<file path="config.mk">
export PLATFORM = sky130hd
export DESIGN_NAME = hd44780_ctrl
export DESIGN_NICKNAME = d
export VERILOG_FILES = /design/src/rtl/hd44780_ctrl.sv
export SDC_FILE = /design/constraint.sdc
export NUM_CORES = 1
export LEC_CHECK = 0
export ABC_AREA = 1
export CAP_MARGIN = 40
export CORE_MARGIN = 2
export CORE_UTILIZATION = 48
export CTS_CLUSTER_DIAMETER = 80
export DETAILED_ROUTE_END_ITERATION = 8
export MAX_ROUTING_LAYER = met4
export PLACE_DENSITY = 0.68
export SLEW_MARGIN = 10
export SYNTH_ARGS = -nofsm -noshare
export SYNTH_HDL_FRONTEND = slang
export SYNTH_SLANG_ARGS = --single-unit
export TNS_END_PERCENT = 100
</file>
<file path="constraint.sdc">
create_clock -name clk -period 5 [get_ports clk]
set_input_delay 0.5 -clock clk [delete_from_list [all_inputs] [get_ports clk]]
set_output_delay 0.5 -clock clk [all_outputs]
set_load 0.01 [all_outputs]
</file>
<file path="src/rtl/hd44780_ctrl.sv">
// HD44780-compatible character LCD controller.
// Runs the power-on init sequence, then accepts command/data bytes over a
// valid/ready port and drives the LCD bus in 8- or 4-bit mode with
// cycle-counted enable pulses and execution waits. Tracks the cursor and
// inserts a set-DDRAM command when a data write runs off the end of a row.
module hd44780_ctrl #(
  parameter int BUS_WIDTH   = 8,
  parameter int ROWS        = 2,
  parameter int COLS        = 16,
  parameter int POWERUP_CYC = 1_500_000,
  parameter int RESET1_CYC  = 410_000,
  parameter int RESET2_CYC  = 10_000,
  parameter int EN_CYC      = 50,
  parameter int CMD_CYC     = 4_000,
  parameter int CLEAR_CYC   = 164_000
) (
  input  logic                 clk,
  input  logic                 rst,
  input  logic                 wr_valid,
  output logic                 wr_ready,
  input  logic                 wr_rs,
  input  logic [7:0]           wr_data,
  output logic                 init_done,
  output logic                 lcd_rs,
  output logic                 lcd_rw,
  output logic                 lcd_en,
  output logic [BUS_WIDTH-1:0] lcd_data,
  output logic [3:0]           debug
);

  localparam bit         FOUR  = (BUS_WIDTH == 4);
  localparam int         LAST  = FOUR ? 7 : 6;
  localparam int         CW    = $clog2(COLS + 1);
  localparam logic [7:0] FBASE = FOUR ? 8'h20 : 8'h30;
  localparam logic [7:0] FSET  = FBASE | ((ROWS > 1) ? 8'h08 : 8'h00);

  typedef enum logic [3:0] {
    S_POWERUP = 4'd0,
    S_INIT    = 4'd1,
    S_IDLE    = 4'd2,
    S_SETUP   = 4'd3,
    S_PULSE   = 4'd4,
    S_HOLD    = 4'd5,
    S_GAP     = 4'd6,
    S_WAIT    = 4'd7,
    S_WRAP    = 4'd8
  } state_t;

  state_t        state, state_n;
  logic [31:0]   cnt;
  logic [31:0]   wait_len;
  logic [2:0]    step;
  logic [7:0]    cur_byte, byte_n;
  logic          cur_rs, rs_n;
  logic          hi, hi_n;          // next pulse carries the high nibble
  logic          single, single_n;  // 4-bit init nibble: one pulse only
  logic [7:0]    word_n;
  logic [1:0]    row, row_nx, drow;
  logic [CW-1:0] col;
  logic [6:0]    addr, off;
  logic          en_n, ready_n, done_n;

  // Init write for each step; 4-bit mode starts with four lone nibbles
  function automatic logic [7:0] init_byte(input logic [2:0] s);
    logic [7:0] b;
    if (FOUR) begin
      case (s)
        3'd0, 3'd1, 3'd2: b = 8'h30;
        3'd3:             b = 8'h20;
        3'd4:             b = FSET;
        3'd5:             b = 8'h0C;
        3'd6:             b = 8'h01;
        default:          b = 8'h06;
      endcase
    end else begin
      case (s)
        3'd0, 3'd1, 3'd2: b = 8'h30;
        3'd3:             b = FSET;
        3'd4:             b = 8'h0C;
        3'd5:             b = 8'h01;
        default:          b = 8'h06;
      endcase
    end
    return b;
  endfunction

  // DDRAM base address of each display row
  function automatic logic [6:0] row_base(input logic [1:0] r);
    logic [6:0] a;
    case (r)
      2'd0:    a = 7'h00;
      2'd1:    a = 7'h40;
      2'd2:    a = 7'h14;
      default: a = 7'h54;
    endcase
    return a;
  endfunction

  assign lcd_rw = 1'b0;
  assign debug  = state;
  assign row_nx = (row == 2'(ROWS - 1)) ? 2'd0 : row + 2'd1;

  // Execution wait: the first two init writes have their own long waits
  always_comb begin
    if (!init_done && step == 3'd0)
      wait_len = 32'(RESET1_CYC);
    else if (!init_done && step == 3'd1)
      wait_len = 32'(RESET2_CYC);
    else if (!cur_rs && (cur_byte == 8'h01 || cur_byte == 8'h02))
      wait_len = 32'(CLEAR_CYC);
    else
      wait_len = 32'(CMD_CYC);
  end

  // Decode the row/column addressed by an incoming set-DDRAM command
  always_comb begin
    addr = wr_data[6:0];
    drow = 2'd0;
    if (ROWS == 4 && addr >= 7'h54)      drow = 2'd3;
    else if (ROWS >= 2 && addr >= 7'h40) drow = 2'd1;
    else if (ROWS == 4 && addr >= 7'h14) drow = 2'd2;
    off = addr - row_base(drow);
  end

  // State register and per-state cycle counter
  always_ff @(posedge clk or posedge rst) begin
    if (rst) begin
      state <= S_POWERUP;
      cnt   <= '0;
    end else begin
      state <= state_n;
      cnt   <= (state_n != state) ? '0 : cnt + 32'd1;
    end
  end

  // Next-state logic
  always_comb begin
    state_n = state;
    case (state)
      S_POWERUP: if (cnt == 32'(POWERUP_CYC - 1)) state_n = S_SETUP;
      S_INIT:    state_n = S_SETUP;
      S_IDLE:    if (wr_valid) state_n = S_SETUP;
      S_SETUP:   state_n = S_PULSE;
      S_PULSE:   if (cnt == 32'(EN_CYC - 1)) state_n = S_HOLD;
      S_HOLD:    state_n = (FOUR && hi && !single) ? S_GAP : S_WAIT;
      S_GAP:     if (cnt == 32'(EN_CYC - 1)) state_n = S_SETUP;
      S_WAIT: begin
        if (cnt == wait_len - 32'd1) begin
          if (!init_done)             state_n = (step == 3'(LAST)) ? S_IDLE : S_INIT;
          else if (col == CW'(COLS))  state_n = S_WRAP;
          else                        state_n = S_IDLE;
        end
      end
      S_WRAP:    state_n = S_SETUP;
      default:   state_n = S_POWERUP;
    endcase
  end

  // Transfer contents loaded on entry to SETUP, by source
  always_comb begin
    byte_n   = cur_byte;
    rs_n     = cur_rs;
    hi_n     = hi;
    single_n = single;
    if (state_n == S_SETUP) begin
      case (state)
        S_POWERUP, S_INIT: begin
          byte_n   = init_byte(step);
          rs_n     = 1'b0;
          hi_n     = 1'b1;
          single_n = FOUR && (step <= 3'd3);
        end
        S_IDLE: begin
          byte_n   = wr_data;
          rs_n     = wr_rs;
          hi_n     = 1'b1;
          single_n = 1'b0;
        end
        S_GAP:   hi_n = 1'b0;
        S_WRAP: begin
          byte_n   = {1'b1, row_base(row_nx)};
          rs_n     = 1'b0;
          hi_n     = 1'b1;
          single_n = 1'b0;
        end
        default: ;
      endcase
    end
    word_n = FOUR ? {4'h0, (hi_n ? byte_n[7:4] : byte_n[3:0])} : byte_n;
  end

  // Output values for the coming cycle, derived from the next state
  always_comb begin
    en_n    = (state_n == S_PULSE);
    ready_n = (state_n == S_IDLE);
    done_n  = init_done || (state == S_WAIT && state_n == S_IDLE);
  end

  // Transfer datapath registers and init step pointer
  always_ff @(posedge clk or posedge rst) begin
    if (rst) begin
      cur_byte <= '0;
      cur_rs   <= 1'b0;
      hi       <= 1'b0;
      single   <= 1'b0;
      step     <= '0;
    end else begin
      cur_byte <= byte_n;
      cur_rs   <= rs_n;
      hi       <= hi_n;
      single   <= single_n;
      if (state == S_WAIT && state_n == S_INIT) step <= step + 3'd1;
    end
  end

  // Registered LCD pins and handshake; bus only changes entering SETUP
  always_ff @(posedge clk or posedge rst) begin
    if (rst) begin
      lcd_en    <= 1'b0;
      wr_ready  <= 1'b0;
      init_done <= 1'b0;
      lcd_rs    <= 1'b0;
      lcd_data  <= '0;
    end else begin
      lcd_en    <= en_n;
      wr_ready  <= ready_n;
      init_done <= done_n;
      if (state_n == S_SETUP) begin
        lcd_rs   <= rs_n;
        lcd_data <= word_n[BUS_WIDTH-1:0];
      end
    end
  end

  // Cursor tracking: updated on accept, zeroed after init, advanced on wrap
  always_ff @(posedge clk or posedge rst) begin
    if (rst) begin
      row <= '0;
      col <= '0;
    end else if (state == S_WAIT && state_n == S_IDLE && !init_done) begin
      row <= '0;
      col <= '0;
    end else if (state == S_IDLE && wr_valid) begin
      if (wr_rs) begin
        col <= col + CW'(1);
      end else if (wr_data == 8'h01 || wr_data == 8'h02) begin
        row <= '0;
        col <= '0;
      end else if (wr_data[7]) begin
        row <= drow;
        col <= (off >= 7'(COLS)) ? CW'(COLS - 1) : CW'(off);
      end
    end else if (state == S_WRAP) begin
      row <= row_nx;
      col <= '0;
    end
  end

endmodule
</file>
---- After elaboration in Yosys (flattened, before gate mapping) ----
Cells that the tools add are included.
Widths: inputs -> output; s select.
storage, ports and cells
  bits of input ports ..................... 12
  register bits after elaboration ......... 67
  logic and storage cells ................. 113
  output and inout port bits .............. 17
operators by class
  muxes and demuxes ....................... 35
  add/sub/neg operators ................... 6
  reductions and logical operators ........ 23
  equality and inequality tests ........... 35
  order comparisons ....................... 2
operator list
  cell                   count
  $mux 32                2
  $pmux 7 s3             2
  $mux 18                2
  $mux 5                 7
  $add 32x1->32 const B  1
  $eq 32x21->1 const B   1
  $eq 32x32->1           1
  $eq 32x6->1 const B    1
  $pmux 4 s8             1
  $sub 32x1->32 const B  1
  $mux 4                 7
  $pmux 6 s4             1
  $pmux 8 s3             1
  $eq 4x3->1 const B     5
  $eq 4x2->1 const B     4
  $eq 8x1->1 const B     2
  $eq 8x2->1 const B     2
  $mux 2                 8
  $eq 3x3->1 const B     3
  $eq 4x1->1 const B     2
  $mux 8                 1
  $ge 7x5->1 const B     1
  $ge 7x7->1 const B     1
  $logic_and 1x1->1      7
  26 further kinds       37

---- Logic depth before layout (Yosys ltp) ----
  depth in word-level cells ............... 15
  gate-level depth with buffers ........... 20
  depth with buffers taken out ............ 19

---- Worst setup path before layout ----
Ideal clock, no wire load.
  path kind ............................... reg-to-reg
  start point ............................. register step[1]
  end point ............................... register cnt[18]
  data arrival time ....................... 2.221 ns
  cell stages (with the launch flop) ...... 19
  library setup time ...................... 0.122 ns
  period minus slack after synthesis ...... 2.343 ns
  buffers on the path ..................... 1
  data required time ...................... 4.878 ns
  path slack .............................. 2.657 ns
  path through ............................ dfrtp_1 > inv_1 > ha_1 > inv_1 > nor2_2 > nand2_2 > nand2_1 > nand2_1 > nand2_1 > nand3_1 > nor2_2 > nand3_2 > o21ai_2 > nand3_2 > nand2_1 > nand2_2 > nand3_4 > buf_8 > nor2_2
between the ends
  cells in the longest elaborated chain, start to end .. 10
  elaborated cells on any way between the ends .. 15
  classes of those cells .................. add/sub (1); eq/ne (4); mux (7); reduce/logical (3)
ends and longest elaborated chain
  item                    RTL line  RTL
  from (decl)             52        logic [2:0] step;
  from (signal assigned)  212       if (state == S_WAIT && state_n == S_INIT) step <= step + 3'd1;
  $eq 3x1->1              107       else if (!init_done && step == 3'd1)
  $logic_and 1x1->1       107
  $mux 18                 107
  $mux 32                 105       if (!init_done && step == 3'd0)
  $sub 32x1->32           148       if (cnt == wait_len - 32'd1) begin
  $eq 32x32->1            148
  $mux 4 (*)              148
  $pmux 4 s8 (*)          139       case (state)
  named net state_n[1]    49        state_t state, state_n;
  $ne 4x4->1 (*)          132       cnt <= (state_n != state) ? '0 : cnt + 32'd1;
  $mux 32 (*)             132
  to (signal assigned)    132
  to (decl)               50        logic [31:0] cnt;
Mark *: on every way through the listed nets, which the timed path passes. The rest lies on a longest branch.
A chain may end at the register's enable or synchronous reset.

---- Worst setup path in the final report ----
  start point ............................. register step[1]
  end point ............................... register cnt[14]
between the ends
  cells in the longest elaborated chain, start to end .. 10
  elaborated cells on any way between the ends .. 15
  classes of those cells .................. add/sub (1); eq/ne (4); mux (7); reduce/logical (3)
ends and longest elaborated chain
  item               RTL line
  $eq 3x1->1         107
  $logic_and 1x1->1  107
  $mux 18            107
  $mux 32            105
  $sub 32x1->32      148
  $eq 32x32->1       148
  $mux 4 (*)         148
  $pmux 4 s8 (*)     139
  $ne 4x4->1 (*)     132
  $mux 32 (*)        132
Every way passes the cells marked *; elsewhere a longest branch is shown, timed or not.

==> impl_metrics.toml <==
[worst_setup_path]
path_class = "flop to flop"
crit_path_start_kind = "flop"
path_cells = "inv_1 > ha_1 > inv_1 > nor2_2 > nand2_2 > nand2_1 > nand2_1 > nand2_1 > nand3_1 > nor2_2 > nand3_2 > o21ai_2 > nand4_1 > nand2_2 > nand3_4 > nor2_2"
cp.arrival_ps = 3260
crit_fanout = 32
critPathRequiredTime_ps = 5260
max_stage_delay_ps = 420
worst_path_max_delay_cell = "dfrtp_1"
end_kind = "flop"

[global_routing]
grt_max_degree = 35
grt_pass1_wl_microns = 17900
use_met3 = 0.0387
grt_util_met2 = 0.375
grt_pass1_vias = 3913
busiest_layer = "met2"
track_usage = 0.231
grt_overflow = 0
antenna_found_initial = 0
met1_usage = 0.293

[cts]
cts_setup_buffers = 0
numClockSinks = 67
cts_tree = "done"
clockBufferDepth = 2
post_cts_resized = 0
clk_pin_slew_worst_paths_ps = 80
cts_buffers = 9
hold_buffers = 0
htree_levels = 3
clk_latency_ps = 350
cts-root-buf = "clkbuf_8"

[power]
ir_drop_uv = 147
leakagePower_nw = 2.26
power_density_nw_per_um2 = 218

[timing]
report.final.slew_viol_count = 0
hold_violations = 0
fin_worst_skew_ps = 12.2
min_period_ps = 3000
tightest_slew_ps = 699
rsz0062_at_grt = "no"
finalSetupViolations = 0
max_slew_margin = 0.531
finalSetupTns_ps = 0
fin_ws_ps = 2000
fmax_ghz = 0.333
min_period_over_period = 0.600

[route]
ant_nets = 0
vias_per_cell = 5.39
drt_wl_total_microns = 10400
vias = 3975
drc = 0
first_pass_iters = 7
drt_iter0_drc = 305
wl_per_cell_microns = 14.1

[placed_design]
dpl.cell_count = 722
dp_slack_ps = 2030
routabilityCongestion = 0.946
place_hpwl_microns = 7800
port_buffers = 27

[synth]
synth-edff-count = 0
yosys-top-cells-area = "dfrtp_1, nand2_1, inv_1, nor2_1, nor2_2"
synthMuxAreaShare = 0.00229
synth_top_area_share = 0.383
ys.flop_type = "dfrtp_1"
ys_ff_latch = 67
syn-num-nets = 616
synth.most_common_cell = "nand2_1"
synthXorXnorAreaFrac = 0.0460
synth_cell_types = 42
synth_compound_area_frac = 0.105
synth_top_family_by_area = "simple AND/OR/NAND/NOR gates"
avgSynthCellArea_sq_um = 7.36
synth_commonest_cells = "nand2_1, inv_1, dfrtp_1"
ys_warn_count = 0
ys_seq_area_frac = 0.383
syn-cell-area_sq_um = 4380
synth_adder_area_share = 0.0257
synth_simple_gate_area_frac = 0.342
synth_area_leader_cell = "dfrtp_1"
syn_inst = 595
async_reset_ff_frac = 1.00

[floorplan]
core_sq_um = 8810
dieArea_sq_um = 9910
initial_core_util = 0.497
ios = 29
core.rowCount = 34
die_w_microns = 99.5
fp.dieH_microns = 99.5

[layout]
area_delta_synth_final_pct = 12.3
drive_gt1_frac = 0.117
fin_nets = 646
fin_cells = 738
antenna_cells = 0

[hold_path]
hold_path_class = "flop to flop"

[run]
maxCapViolCount = 0

[run_status]
status = "complete, no violations"
## power by group
part           total (mW)  internal, mW  switching [mW]
combinational      0.0267       0.00951          0.0172
clock               0.506         0.295           0.210
sequential          0.542         0.542               0
total                1.07         0.846           0.228
## state kept, by name, summed over array words and instances, names as in the netlist
name,cells
cur_rs,1
col,5
debug,4
cnt,32
lcd_en,1
wr_ready,1
lcd_rs,1
cur_byte,8
row,2
lcd_data,8
init_done,1
step,3
## critical path: cells and delay by family, from the launching register on
kind | cells | cell delay, ps
flip-flops | 1 | 420
AO/OA/AOI/OAI | 1 | 320
buffers and inverters | 2 | 150
adder cells (fa/ha/maj) | 1 | 160
AND/OR/NAND/NOR | 12 | 1850
## final cells by class
class                   count  area [sq um]
clock buffers              12           145
flip-flops and latches     67          1680
fillers                   826          3890
clock inverters             4          73.8
multi-input cells         432          2280
well taps                 108           135
repair buffers             28           278
inverters                  87           327
## cells in the final DEF, fill, tap and decap left out, types with 5 or more instances in the layout
cell,Yosys,routed
a21oi_1,13,13
clkbuf_8,0,10
clkdlybuf4s50_1,0,27
dfrtp_1,67,67
ha_1,9,9
inv_1,86,85
nand2_1,131,131
nand3_1,38,38
nand3_2,5,5
nand4_1,15,15
nor2_1,64,64
nor2_2,35,35
nor3_1,17,17
nor4_1,5,5
o21a_1,5,5
o21ai_0,35,35
o21ai_2,8,8
xnor2_1,6,6
xor2_1,17,17
## metrics by stage
| step | power (mW) | area, sq um | hold slack, ps | utilization |
|---|---|---|---|---|
| 3_5_place_dp | 0.579 | 4700 | 469 | 0.534 |
| 4_1_cts | 1.09 | 4920 | 486 | 0.559 |
| 3_3_place_gp | 0.580 | 4700 | 458 | 0.534 |
| 2_1_floorplan | 0.565 | 4380 | 442 | - |
| 6_report | 1.07 | 4920 | 481 | 0.559 |
| 5_1_grt | 1.11 | 4920 | 519 | 0.559 |
## path summary, 6_finish.rpt
| kind | startpoint | end | slack [ps] | cells past startpoint |
|---|---|---|---|---|
| max | step[1]$_DFFE_PP0P_ | cnt[14]$_DFF_PP0_ | 2000 | 16 |
| max in group asynchronous | rst | cur_byte[4]$_DFF_PP0_ | 3530 | 3 |
| min in group asynchronous | rst | cnt[2]$_DFF_PP0_ | 570 | 2 |
| max reg2reg | step[1]$_DFFE_PP0P_ | cnt[14]$_DFF_PP0_ | 2000 | 16 |
| min | row[1]$_DFFE_PP0P_ | row[1]$_DFFE_PP0P_ | 480 | 2 |
| min reg2reg | row[1]$_DFFE_PP0P_ | row[1]$_DFFE_PP0P_ | 480 | 2 |
## layer usage
| layer | vias to the layer above | share of wire |
|---|---|---|
| li1 | 1966 | - |
| met1 | 1832 | 0.44 |
| met2 | 151 | 0.48 |
| met3 | 26 | 0.057 |
| met4 | 0 | 0.021 |
| met5 | - | 0 |
## cell families (layout without fill, tap and decap cells)
group,Yosys count,in the layout
AND/OR/NAND/NOR,322,322
buffers and inverters,96,131
AO/OA/AOI/OAI,76,76
flip-flops,67,67
XOR/XNOR,23,23
adder cells (fa/ha/maj),9,9
other,1,1
multiplexers,1,1
No activity file was read; power rests on OpenSTA's default activity.
